**config.mk**
```make
export PLATFORM = sky130hd
export DESIGN_NAME = shift_sequencer
export DESIGN_NICKNAME = d
export VERILOG_FILES = /design/src/rtl/shift_seq_pkg.sv /design/src/rtl/shift_step_splitter.sv /design/src/rtl/shift_sequencer.sv
export SDC_FILE = /design/constraint.sdc
export NUM_CORES = 1
export LEC_CHECK = 0
export ABC_CLOCK_PERIOD_IN_PS = 1700
export BUFFER_PORTS_ARGS = -buffer_cell sky130_fd_sc_hd__buf_2
export CORE_AREA = 2 2 50 52
export DETAILED_ROUTE_END_ITERATION = 16
export DIE_AREA = 0 0 52 54
export PLACE_DENSITY = 0.78
export SLEW_MARGIN = 15
export SYNTH_ARGS = -nofsm -noshare
export SYNTH_HDL_FRONTEND = slang
export SYNTH_SLANG_ARGS = --single-unit
```
**constraint.sdc**
```tcl
create_clock -name CLK -period 1.7 [get_ports CLK]
set_input_delay 0.085 -clock CLK [delete_from_list [all_inputs] [get_ports CLK]]
set_output_delay 0.085 -clock CLK [all_outputs]
set_load 0.03 [all_outputs]
```
**src/rtl/shift_seq_pkg.sv**
```systemverilog
// Shared FSM state type and per-pass step limit for the shift sequencer.
package shift_seq_pkg;

   typedef enum logic [1:0] {
      IDLE = 2'd0,
      RUN  = 2'd1,
      DONE = 2'd2
   } state_e;

   function automatic int max_step(input int ctrl_w);
      return (1 << ctrl_w) - 1;
   endfunction

endpackage

```
**src/rtl/shift_step_splitter.sv**
```systemverilog
// Splits the remaining shift into one shifter pass; with SHIFT_SEQ_STICKY_EN
// it also reports whether that pass drops any set bits.
module shift_step_splitter
   import shift_seq_pkg::*;
#(
   parameter int N      = 8,
   parameter int CTRL_W = 2,
   parameter int AMT_W  = 4
) (
   input  logic [AMT_W-1:0]  rem,
   output logic [CTRL_W-1:0] step
`ifdef SHIFT_SEQ_STICKY_EN
   ,
   input  logic [N-1:0]      acc,
   output logic              lost
`endif
);

   localparam int MAX_STEP = max_step(CTRL_W);

   always_comb begin
      if (32'(rem) >= 32'(MAX_STEP)) step = CTRL_W'(MAX_STEP);
      else                           step = CTRL_W'(rem);
   end

`ifdef SHIFT_SEQ_STICKY_EN
   logic [N-1:0] mask;

   // Low STEP bits of the operand fall off the end this pass.
   always_comb begin
      mask = '0;
      for (int i = 0; i < N; i++) mask[i] = (i < int'(step));
      lost = |(acc & mask);
   end
`endif

endmodule

```
**src/rtl/shift_sequencer.sv**
```systemverilog
// Multi-pass logical right shift over a narrow external shifter stage.
// Define SHIFT_SEQ_STICKY_EN to add the OUT_STICKY shifted-out indicator.
module shift_sequencer
   import shift_seq_pkg::*;
#(
   parameter int N      = 8,
   parameter int CTRL_W = 2,
   parameter int AMT_W  = 4
) (
   input  logic              CLK,
   input  logic              RST,
   input  logic              IN_VALID,
   output logic              IN_READY,
   input  logic [N-1:0]      IN_DATA,
   input  logic [AMT_W-1:0]  IN_AMT,
   output logic [N-1:0]      SH_IN,
   output logic [CTRL_W-1:0] SH_CTRL,
   input  logic [N-1:0]      SH_OUT,
   output logic              OUT_VALID,
   input  logic              OUT_READY,
   output logic [N-1:0]      OUT_DATA
`ifdef SHIFT_SEQ_STICKY_EN
   ,
   output logic              OUT_STICKY
`endif
);

   state_e             state_q, state_d;
   logic [N-1:0]       acc_q, acc_d;
   logic [AMT_W-1:0]   rem_q, rem_d;
   logic [CTRL_W-1:0]  step;
`ifdef SHIFT_SEQ_STICKY_EN
   logic               sticky_q, sticky_d;
   logic               lost;
`endif

   shift_step_splitter #(
      .N      (N),
      .CTRL_W (CTRL_W),
      .AMT_W  (AMT_W)
   ) u_split (
      .rem  (rem_q),
      .step (step)
`ifdef SHIFT_SEQ_STICKY_EN
      ,
      .acc  (acc_q),
      .lost (lost)
`endif
   );

   always_comb begin
      state_d = state_q;
      acc_d   = acc_q;
      rem_d   = rem_q;
`ifdef SHIFT_SEQ_STICKY_EN
      sticky_d = sticky_q;
`endif
      unique case (state_q)
         IDLE: begin
            if (IN_VALID) begin
               acc_d = IN_DATA;
               rem_d = IN_AMT;
`ifdef SHIFT_SEQ_STICKY_EN
               sticky_d = 1'b0;
`endif
               if (IN_AMT == '0) begin
                  state_d = DONE;
               end else if (32'(IN_AMT) >= 32'(N)) begin
                  // Whole operand shifted out: skip the shifter entirely.
                  state_d = DONE;
                  acc_d   = '0;
`ifdef SHIFT_SEQ_STICKY_EN
                  sticky_d = |IN_DATA;
`endif
               end else begin
                  state_d = RUN;
               end
            end
         end
         RUN: begin
            acc_d = SH_OUT;
            rem_d = rem_q - AMT_W'(step);
`ifdef SHIFT_SEQ_STICKY_EN
            sticky_d = sticky_q | lost;
`endif
            if (rem_d == '0) state_d = DONE;
         end
         DONE: begin
            if (OUT_READY) state_d = IDLE;
         end
         default: state_d = IDLE;
      endcase
   end

   always_ff @(posedge CLK or posedge RST) begin
      if (RST) begin
         state_q <= IDLE;
         acc_q   <= '0;
         rem_q   <= '0;
      end else begin
         state_q <= state_d;
         acc_q   <= acc_d;
         rem_q   <= rem_d;
      end
   end

`ifdef SHIFT_SEQ_STICKY_EN
   always_ff @(posedge CLK or posedge RST) begin
      if (RST) sticky_q <= 1'b0;
      else     sticky_q <= sticky_d;
   end

   assign OUT_STICKY = OUT_VALID ? sticky_q : 1'b0;
`endif

   assign IN_READY  = (state_q == IDLE);
   assign OUT_VALID = (state_q == DONE);
   assign OUT_DATA  = OUT_VALID ? acc_q : '0;
   assign SH_IN     = acc_q;
   assign SH_CTRL   = (state_q == RUN) ? step : '0;

endmodule
```
==> results of run 1 <==
==> cell usage in the layout, fill, tap and decap left out, types with 2 or more instances in the layout <==
cell       Yosys  final
buf_2          2     43
dfrtp_1       14     13
o21ai_1       11     11
nand2_1       10     10
a32oi_1        8      8
and3_1         8      8
buf_4          0      6
inv_1          4      4
nor2_1         4      4
nor3_1         3      3
clkbuf_4       0      3
a21oi_1        2      2
nand4bb_1      2      2
o21bai_1       2      2
a31oi_1        2      2
nand3b_1       2      2
==> final cells by class <==
type / count / area share [%]
well taps: 30 / 3.205
flip-flops and latches: 14 / 30.02
clock buffers: 4 / 3.098
multi-input cells: 70 / 39.00
repair buffers: 50 / 23.08
inverters: 5 / 1.603
==> what timing repair did <==
action,in CTS,in global routing
setup endpoints to repair,2,1
endpoints found under the hold margin,14,0
pin swaps,0,3
hold buffers,1,0
resized for setup,1,3
buffers inserted,0,1
==> cells by family after synthesis <==
kind of cell / after synthesis
AND/OR/NAND/NOR: 35
AO/OA/AOI/OAI: 34
flip-flops: 14
buffers and inverters: 12
adder cells (fa/ha/maj): 1
==> state kept, by name (all words and copies together), names as in the netlist <==
register  flops
state_q       2
rem_q         4
SH_IN         8
==> critical path, delay by kind of cell (launching register included) <==
kind	cells	cell delay [ps]
and+or+nand+nor	2	270
AOI/OAI and AO/OA	2	530
DFF	1	450
adders and majority gates	1	200
buffers and inverters	1	140
==> synthesized netlist by cell type (all sizes together) (2+ instances only) <==
| cell type | instances | area [µm²] |
|---|---|---|
| a21oi | 2 | 10.01 |
| a31oi | 2 | 12.51 |
| a32oi | 8 | 70.07 |
| and3 | 8 | 50.05 |
| buf | 4 | 32.53 |
| clkbuf | 3 | 11.26 |
| dfrtp | 14 | 350.3 |
| inv | 5 | 18.76 |
| nand2 | 10 | 37.54 |
| nand3b | 2 | 15.01 |
| nand4bb | 2 | 22.52 |
| nor2 | 4 | 15.01 |
| nor3 | 3 | 15.01 |
| o21ai | 11 | 55.05 |
| o21bai | 3 | 26.27 |
==> metrics by stage <==
step	instances	util, %	setup TNS (ps)	worst slack, ps	cell area (µm²)
finish	173	50.49	0	59.62	1171
detailed placement	167	47.79	0	104.8	1109
global placement	167	47.79	0	155.5	1109
CTS	172	49.89	0	88.81	1157
floorplan	96	-	0	59.13	862.1
global route	173	50.49	-5.264	-5.264	1171
==> worst max-delay path by stage <==
stage / slack, ps / start / cells after the start / to
detailed placement: 100 / rem_q[2] / 5 / state_q[1]
CTS: 90 / rem_q[2] / 5 / state_q[1]
global route: -5 / rem_q[0] / 6 / state_q[1]
floorplan: 60 / rem_q[2] / 6 / state_q[1]
global placement: 160 / rem_q[2] / 5 / state_q[1]
finish: 60 / rem_q[0] / 6 / state_q[1]
==> metal layers <==
layer	share of wire, %	vias up
li1	-	456
met1	43	443
met2	48	55
met3	6.4	12
met4	2.7	0
met5	0	-
==> power breakdown <==
| part | leakage (nW) | switching [mW] | internal, mW |
|---|---|---|---|
| registers | 0.175 | 0.136 | 0.481 |
| logic | 0.409 | 0.891 | 0.527 |
| clock network | 0.0210 | 0.110 | 0.130 |
| total | 0.605 | 1.14 | 1.14 |
==> summary.md, run 1 <==
| Metric | Value |
|---|---|
| Run status | finished, final reports clean |
| Fin nets | 169 |
| CTS H-tree lvls | 1 |
| Share of synthesized cell area in full adder, half adder and majority cells | 1.451% |
| First-pass detailed-route iteration total | 4 |
| Critical Setup Path Class | register to register |
| Hold Path Class | input pin to register |
| Least-Margin Pin Slew | 756.0 ps |
| Die Y-Extent | 54 µm |
| Met1 track utilization from global routing | approximately a quarter |
| Worst hold slack | 55.49 ps |
| Overall die area | 2808 µm² |
| TritonCTS clock tree | built |
| Antenna diode count | 0 |
| Number of cells on the worst reg-to-reg path | 6 |
| Antenna violations before repair | 0 |
| Count of flip-flops with a built-in enable after synthesis | 0 |
| Power per cell area | 1943 nW/µm² |
| Maximum net fanout on the critical path | 6 |
| Commonest register cell after synthesis | dfrtp_1 |
| Maximum achievable frequency | 0.6096 GHz |
| Hold Crit Depth | 3 |
| Detail-routed net length per standard cell | 14.85 µm |
| Crit-path max cell delay | 450 ps |
| Area fraction in compound gates after synthesis | 28.01% |
| CP cell instances | o21bai_1, ha_2, buf_4, nand4bb_1, a311o_1, nand3_1 |
| Die Wd | 52 µm |
| Proportion of layout cells with a drive suffix above 1 | 41.26% |
| Number of buffers created by CTS | 3 |
| Cell variety after synth | 33 |
| Via count of the first global-routing pass | 895 |
| Count of warnings emitted by yosys | 0 |
| IO buf count | 43 |
| Period utilization | between 90% and 100% |
| Synthesized netlist net count | about 120 |
| Category of the worst setup path capture point | register |
| Largest family of logic cells by synthesized area | compound AO/OA/AOI/OAI gates |
| Fill cell total of the finished layout | 241 |
| Number of violations of the max-capacitance limit | 0 |
| Grt peak-use layer | met2 |
| Data required time at the worst endpoint | around 1900 ps |
| Hold violation count in the final report | 0 |
| Final count of pins violating max slew | 0 |
| Top-Level Pins | 44 |
| Basic-gate share of the synthesized area counting and, or, nand and nor cells | between 20 and 25% |
| XOR/XNOR share of the synthesized area | 0% |
| Min-Delay Endpoint | SH_IN[7] |
| Post-route DRC | 0 |
| Final setup violation count | 0 |
| Critical path's slowest cell | dfrtp_2 |
| Total track usage | 19.79% |
| Max Clock Skew | 1.326 ps |
| Average size of a mapped cell | 8.980 µm² |
| Total number of vias | 966 |
| Worst reg-to-reg setup slack | 60 ps |
| Violation count after the first detailed-route iteration | 28 |
| Clock period minus worst slack | between 1500 and 2000 ps |
| Worst flop-to-flop path startpoint | rem_q[0] |
| Category of the worst setup path launch point | register |
| Residual overflow from global routing | 0 |
| Post-synthesis instance area | 862.1 µm² |
| Average vias per placed instance | roughly 5.6 |
| Leakage power of the design | 0.6049 nW |
| Post-detailed-route count of antenna-violating nets | 0 |
| Clock-pin transition on the worst setup and hold timing paths | 80 ps |
| Cell at the root of the clock tree | clkbuf_4 |
| Relative area change from synthesis to final layout | 35.85% |
| Initial cell density of the core | 37.16% |
| Global-route wire length before repair | between 4000 and 5000 µm |
| Row Count | 18 |
| Total chip power | roughly 2.3 mW |
| Worst R2R End | state_q[1] |
| Met2 layer usage reported by global route | between 30% and 40% |
| Worst-Skew Late Latency | 280 ps |
| Flip-flop and latch area | 351.6 µm² |
| Sequential area share after synthesis | 40.64% |
| Gate Count Post-Synth | 96 |
| Routability congestion estimate | 0.9988 |
| Remaining max-slew budget at the tightest pin | 49.57% |
| Worst Path Arrival | between 1500 and 2000 ps |
| Dpl hpwl | roughly 1800 µm |
| Worst vdd ir | 0.8407 mV |
| Floorplan core area | 2320 µm² |
| Total length of routed wires | 2569 µm |
| GR Util met3 | around 2.5% |
| Hold Path Origin | SH_OUT[7] |
| Proportion of synthesized flip-flops having asynchronous set or reset | between 90% and 100% |
| Share of synthesized area spent on multiplexers | 0% |
| Multi-input logic area | 456.7 µm² |
| Max Buffers Root-to-Sink | 2 |
| Largest net degree at the start of global routing | 21 |
| Total number of clock tree sinks | 14 |
| Flops & latches, synth | 14 |
(Power assumes the default switching activity.)
==> inputs of run 2 (changes only) <==
- ABC_CLOCK_PERIOD_IN_PS: 1700 -> 2100
- CORE_AREA: 2 2 50 52 -> 2 2 47 49
- DIE_AREA: 0 0 52 54 -> 0 0 49 51
- PLACE_DENSITY: 0.78 -> 0.83
- clock period: 1.7 -> 2.1 ns (I/O delays scaled with it)
==> run 2 against run 1 <==
Effect of this change: cell area is 4.2% lower; non-clock buffer count down 5; cell count is 4.0% lower; first-iteration DRC count is 61% lower; total power down 24%; clock skew grew 7.6 ps; critical path depth fell by 1; register-to-register slack better by 250 ps; combinational power decreased by 31%; critical path type unchanged.
==> summary.md, run 2 (synthesis results as in run 1) <==
| Metric | Value |
|---|---|
| Via count of the first global-routing pass | 821 |
| Worst reg-to-reg setup slack | 310 ps |
| Total length of routed wires | 2295 µm |
| Worst-Skew Late Latency | ~290 ps |
| Clock-pin transition on the worst setup and hold timing paths | 90 ps |
| Worst Path Arrival | 2030 ps |
| Least-Margin Pin Slew | a little over 700 ps |
| Data required time at the worst endpoint | 2330 ps |
| Post-route DRC | 0 |
| Residual overflow from global routing | 0 |
| Antenna diode count | 0 |
| Largest net degree at the start of global routing | 20 |
| Violation count after the first detailed-route iteration | 11 |
| Final count of pins violating max slew | 0 |
| IO buf count | 43 |
| Multi-input logic area | 449.2 µm² |
| Relative area change from synthesis to final layout | 30.19% |
| Final setup violation count | 0 |
| Routability congestion estimate | around 0.94 |
| Detail-routed net length per standard cell | 13.83 µm |
| Final-layout setup total negative slack | 0 ps |
| Maximum achievable frequency | approximately 0.56 GHz |
| Hold Path Origin | SH_OUT[3] |
| Worst flop-to-flop path startpoint | rem_q[2] |
| Number of buffers created by CTS | 3 |
| Post-detailed-route count of antenna-violating nets | 0 |
| Critical Setup Path Class | register to register |
| Period utilization | 85.37% |
| Row Count | 17 |
| Floorplan core area | between 2000 and 2500 µm² |
| Max Buffers Root-to-Sink | 2 |
| Initial cell density of the core | 41.78% |
| CTS H-tree lvls | 1 |
| Cell-internal power | 849.4 µW |
| Critical path's slowest cell | dfrtp_1 |
| Total track usage | 19.95% |
| Total number of clock tree sinks | 14 |
| Die Wd | 49 µm |
| Run status | finished, final reports clean |
| Design Area, Final | 1122 µm² |
| Worst R2R End | state_q[1] |
| Net switching power | 877.1 µW |
| Number of flip-flops in the largest register | 8 |
| Min-Delay Endpoint | SH_IN[3] |
| First-pass detailed-route iteration total | 4 |
| Fin nets | 164 |
| Filler-free cell count of the finished design | 166 |
| Average vias per placed instance | roughly 5.6 |
| Category of the worst setup path launch point | register |
| Total number of vias | 922 |
| Number of cells on the worst reg-to-reg path | 5 |
| Sw frac | between 50% and 60% |
| Layout Utilization | 54.40% |
| TritonCTS clock tree | built |
| Max Clock Skew | 8.920 ps |
| Maximum net fanout on the critical path | 10 |
| Area of placed instances | 1076 µm² |
| Global-route wire length before repair | around 3800 µm |
| Placed cell count | 161 |
| Comb power frac | 56.7% |
| Power share of the sequential group | 31.8% |
| Number of violations of the max-capacitance limit | 0 |
| Fill cell total of the finished layout | 208 |
| CTS-repair resized insts | 0 |
| Hold violation count in the final report | 0 |
| Overall die area | ~2500 µm² |
| Category of the worst setup path capture point | register |
| Top-Level Pins | 44 |
| Clock group share of total power | 11.6% |
| Crit-path max cell delay | between 400 and 500 ps |
| Hold Path Class | input pin to register |
| Critical Path Source | rem_q[2] |
| CP cell instances | o21bai_1, ha_1, or3b_1, a311o_1, nand3_1 |
| Power per cell area | 1538 nW/µm² |
| Leakage power of the design | between 0.5 and 0.6 nW |
| Flip-flop and latch area | 350.3 µm² |
| Commonest non-fill, non-tap cell in the layout | buf_2 |
| Dpl hpwl | 1720 µm |
| Most used cells in the layout excluding fill and tap cells | buf_2, dfrtp_1, o21ai_1, nand2_1 |
| Antenna violations before repair | 0 |
| Die Y-Extent | approximately 51 µm |
| Proportion of layout cells with a drive suffix above 1 | 36.23% |
| Worst vdd ir | 0.6990 mV |
| Unrepaired setup endpoints after global routing | no |
| Hold Crit Depth | 3 |
| Cell at the root of the clock tree | clkbuf_4 |
| Remaining max-slew budget at the tightest pin | between 50 and 60% |
| Clock period minus worst slack | 1793 ps |
run 2: changes by cell type in the layout (fill, tap and decap cells not counted), sizes merged:
cell  previous run  this run
buf             49        44
run 2: worst max path at each step:
stage / to / cells past startpoint
after CTS: state_q[1] / 5
after global placement: state_q[1] / 5
after global routing: state_q[1] / 5
after detailed placement: state_q[1] / 5
after floorplan: state_q[1] / 6
final: state_q[1] / 5
run 2: repair_timing:
action	4_1_cts	5_1_grt
hold buffers	1	0
buffers inserted	0	0
hold endpoints to repair	14	0
run 2: final cells by class:
class                      count  share of cell area [%]
clock buffer                   4                   3.233
timing repair buffer          45                   20.74
multi-input combinational     70                   40.02
sequential                    14                   31.22
inverter                       5                   1.672
tap                           28                   3.122
run 2: stage by stage:
stage / power (mW) / setup WS (ps) / hold slack (ps)
finish: 1.726 / 307.3 / 61.18
CTS: 1.728 / 310.2 / 63.16
global route: 1.844 / 181.3 / 76.52
floorplan: 1.290 / 459.1 / -5.781
global placement: 1.489 / 437.5 / 160.3
detailed placement: 1.527 / 325.3 / 174.7
run 2: routing by layer:
layer  vias up  global-route usage [%]  part of all wire [%]
li1        448                       -                     -
met4         0                   11.90                   1.9
met2        41                   33.11                    47
met1       428                   23.84                    44
met5         -                       0                     0
met3         5                   4.386                   7.5
run 2: worst max-delay path, delay by kind of cell, from the launching register on:
kind                     cells  cell delay, ps
AND/OR/NAND/NOR              2             450
adder cells (fa/ha/maj)      1             260
AO/OA/AOI/OAI                2             550
flip-flops                   1             480
run 2: power groups by stage:
stage / combinational [mW] / sequential (mW) / clock (mW)
2_1_floorplan: 0.684 / 0.606 / 0
3_3_place_gp: 0.952 / 0.537 / 0
3_5_place_dp: 0.980 / 0.547 / 0
4_1_cts: 0.981 / 0.544 / 0.202
5_1_grt: 1.06 / 0.573 / 0.213
6_report: 0.978 / 0.549 / 0.200
==> inputs of run 3 (changes only) <==
- CAP_MARGIN: not set -> 0
- SETUP_SLACK_MARGIN: not set -> 0.4
==> run 3 against run 2 <==
Effect of this change: total power is 5.4% higher; worst hold slack improved by 2.2 ps; clock skew hardly changed; sequential cell count did not move; cell count up 1.8%; utilization is 1.9 points higher.
==> summary.md, run 3 (synthesis results as in run 1) <==
| Metric | Value |
|---|---|
| Run status | finished, final reports clean |
| Maximum achievable frequency | ~0.60 GHz |
| Hold Path Origin | SH_OUT[3] |
| TritonCTS clock tree | built |
| Design Area, Final | 1162 µm² |
| Total number of clock tree sinks | 14 |
| Row Count | 17 |
| Global-route wire length before repair | around 3800 µm |
| Category of the worst setup path capture point | register |
| Critical path's slowest cell | dfrtp_2 |
| Antenna violations before repair | 0 |
| Category of the worst setup path launch point | register |
| Proportion of layout cells with a drive suffix above 1 | 41.84% |
| Comb power frac | around three fifths |
| Violation count after the first detailed-route iteration | 8 |
| Worst-Skew Late Latency | 290 ps |
| Power per cell area | 1566 nW/µm² |
| Crit-path max cell delay | between 400 and 500 ps |
| First-pass detailed-route iteration total | 4 |
| Critical Setup Path Class | register to register |
| Number of flip-flops in the largest register | 8 |
| Total length of routed wires | between 2000 and 2500 µm |
| Clock group share of total power | between 10% and 20% |
| Average vias per placed instance | 5.728 |
| Initial cell density of the core | 41.78% |
| Residual overflow from global routing | 0 |
| Total chip power | 1.821 mW |
| Number of buffers created by CTS | 3 |
| Worst Path Arrival | 1890 ps |
| Power share of the sequential group | 30.6% |
| Layout Utilization | 56.34% |
| Die Wd | between 40 and 50 µm |
| Data required time at the worst endpoint | 2330 ps |
| IO buf count | 43 |
| Total number of vias | 968 |
| Die Y-Extent | 51 µm |
| Fin nets | 167 |
| Worst hold slack | 63.37 ps |
| Sw frac | 49.55% |
| Critical Path Source | rem_q[2] |
| Clock-pin transition on the worst setup and hold timing paths | around 90 ps |
| Hold Path Class | input pin to register |
| Max Clock Skew | 8.442 ps |
| Least-Margin Pin Slew | 686.3 ps |
| Hold violation count in the final report | 0 |
| Period utilization | between 70 and 80% |
| Most used cells in the layout excluding fill and tap cells | buf_2, dfrtp_1, o21ai_1, nand2_1 |
| Floorplan core area | around 2100 µm² |
| Worst vdd ir | 0.7583 mV |
| Commonest non-fill, non-tap cell in the layout | buf_2 |
| Cell at the root of the clock tree | clkbuf_4 |
| Area of placed instances | between 1000 and 1500 µm² |
| Antenna diode count | 0 |
| Unrepaired setup endpoints after global routing | yes |
| Max Buffers Root-to-Sink | 2 |
| Largest net degree at the start of global routing | 20 |
| Post-detailed-route count of antenna-violating nets | 0 |
| Clock period minus worst slack | 1660 ps |
| Final count of pins violating max slew | 0 |
| Final setup violation count | 0 |
| Top-Level Pins | 44 |
| Leakage power of the design | 0.5963 nW |
| Final-layout setup total negative slack | 0 ps |
| Cell-internal power | 918.4 µW |
| Net switching power | 902.1 µW |
| Overall die area | 2499 µm² |
| Routability congestion estimate | 0.9392 |
| Number of violations of the max-capacitance limit | 0 |
| Detail-routed net length per standard cell | 13.89 µm |
| Post-route DRC | 0 |
| Dpl hpwl | around 1700 µm |
| CP cell instances | o21bai_2, ha_2, or3b_1, a311o_1, nand3_1 |
| Remaining max-slew budget at the tightest pin | 54.22% |
| Worst flop-to-flop path startpoint | rem_q[2] |
| CTS H-tree lvls | 1 |
| Relative area change from synthesis to final layout | 34.83% |
| Total track usage | 19.95% |
| Via count of the first global-routing pass | about 840 |
| Maximum net fanout on the critical path | 8 |
==> run 3: cell types whose count changed in the layout (fill, tap and decap cells not counted), sizes merged <==
cell  delta
buf      +3
==> run 3: power by group through the flow <==
stage	combinational [mW]	clock [mW]	sequential (mW)
global route	1.14	0.213	0.582
detailed placement	0.980	0	0.547
floorplan	0.684	0	0.606
CTS	1.01	0.202	0.548
global placement	0.952	0	0.537
finish	1.06	0.199	0.557
==> run 3: cell type report <==
type	instances	area (µm²)
inverter	5	18.77
sequential	14	354.1
tap	28	35.03
fill	202	900.9
multi-input combinational	70	462.9
clock buffer	4	36.28
timing repair buffer	48	255.2
==> run 3: final timing paths <==
path	end	slack (ps)	depth (start not counted)
max in group asynchronous	rem_q[2]	1310	3
worst max-delay path	state_q[1]	440	5
worst min register to register	SH_IN[6]	510	2
worst max register to register	state_q[1]	440	5
min in group asynchronous	SH_IN[7]	400	3
worst min-delay path	SH_IN[3]	60	3
==> run 3: critical path: cells and delay by family, from the launching register on <==
kind | cells | cell delay [ps]
compound gates | 2 | 500
flops | 1 | 460
simple gates | 2 | 440
fa+ha+maj | 1 | 210
==> run 3: timing repair <==
action	in CTS	in global routing
pin swaps	1	1
hold endpoints to repair	14	0
hold buffers	1	0
gates cloned	0	0
resized for setup	3	4
setup buffers	1	2
setup endpoints to repair	4	12
==> run 3: per-stage QoR <==
step	instances	worst slack, ps
2_1_floorplan	96	459.1
3_3_place_gp	161	437.5
3_5_place_dp	161	325.3
4_1_cts	167	335.8
5_1_grt	169	350.8
6_report	169	440.4
==> run 3: metal layers <==
metal	routed length (µm)	GRT usage, %	vias to the layer above
li1	-	-	458
met1	1003	23.65	447
met2	1063	31.96	53
met3	204	4.678	10
met4	76	14.29	0
met5	0	0	-
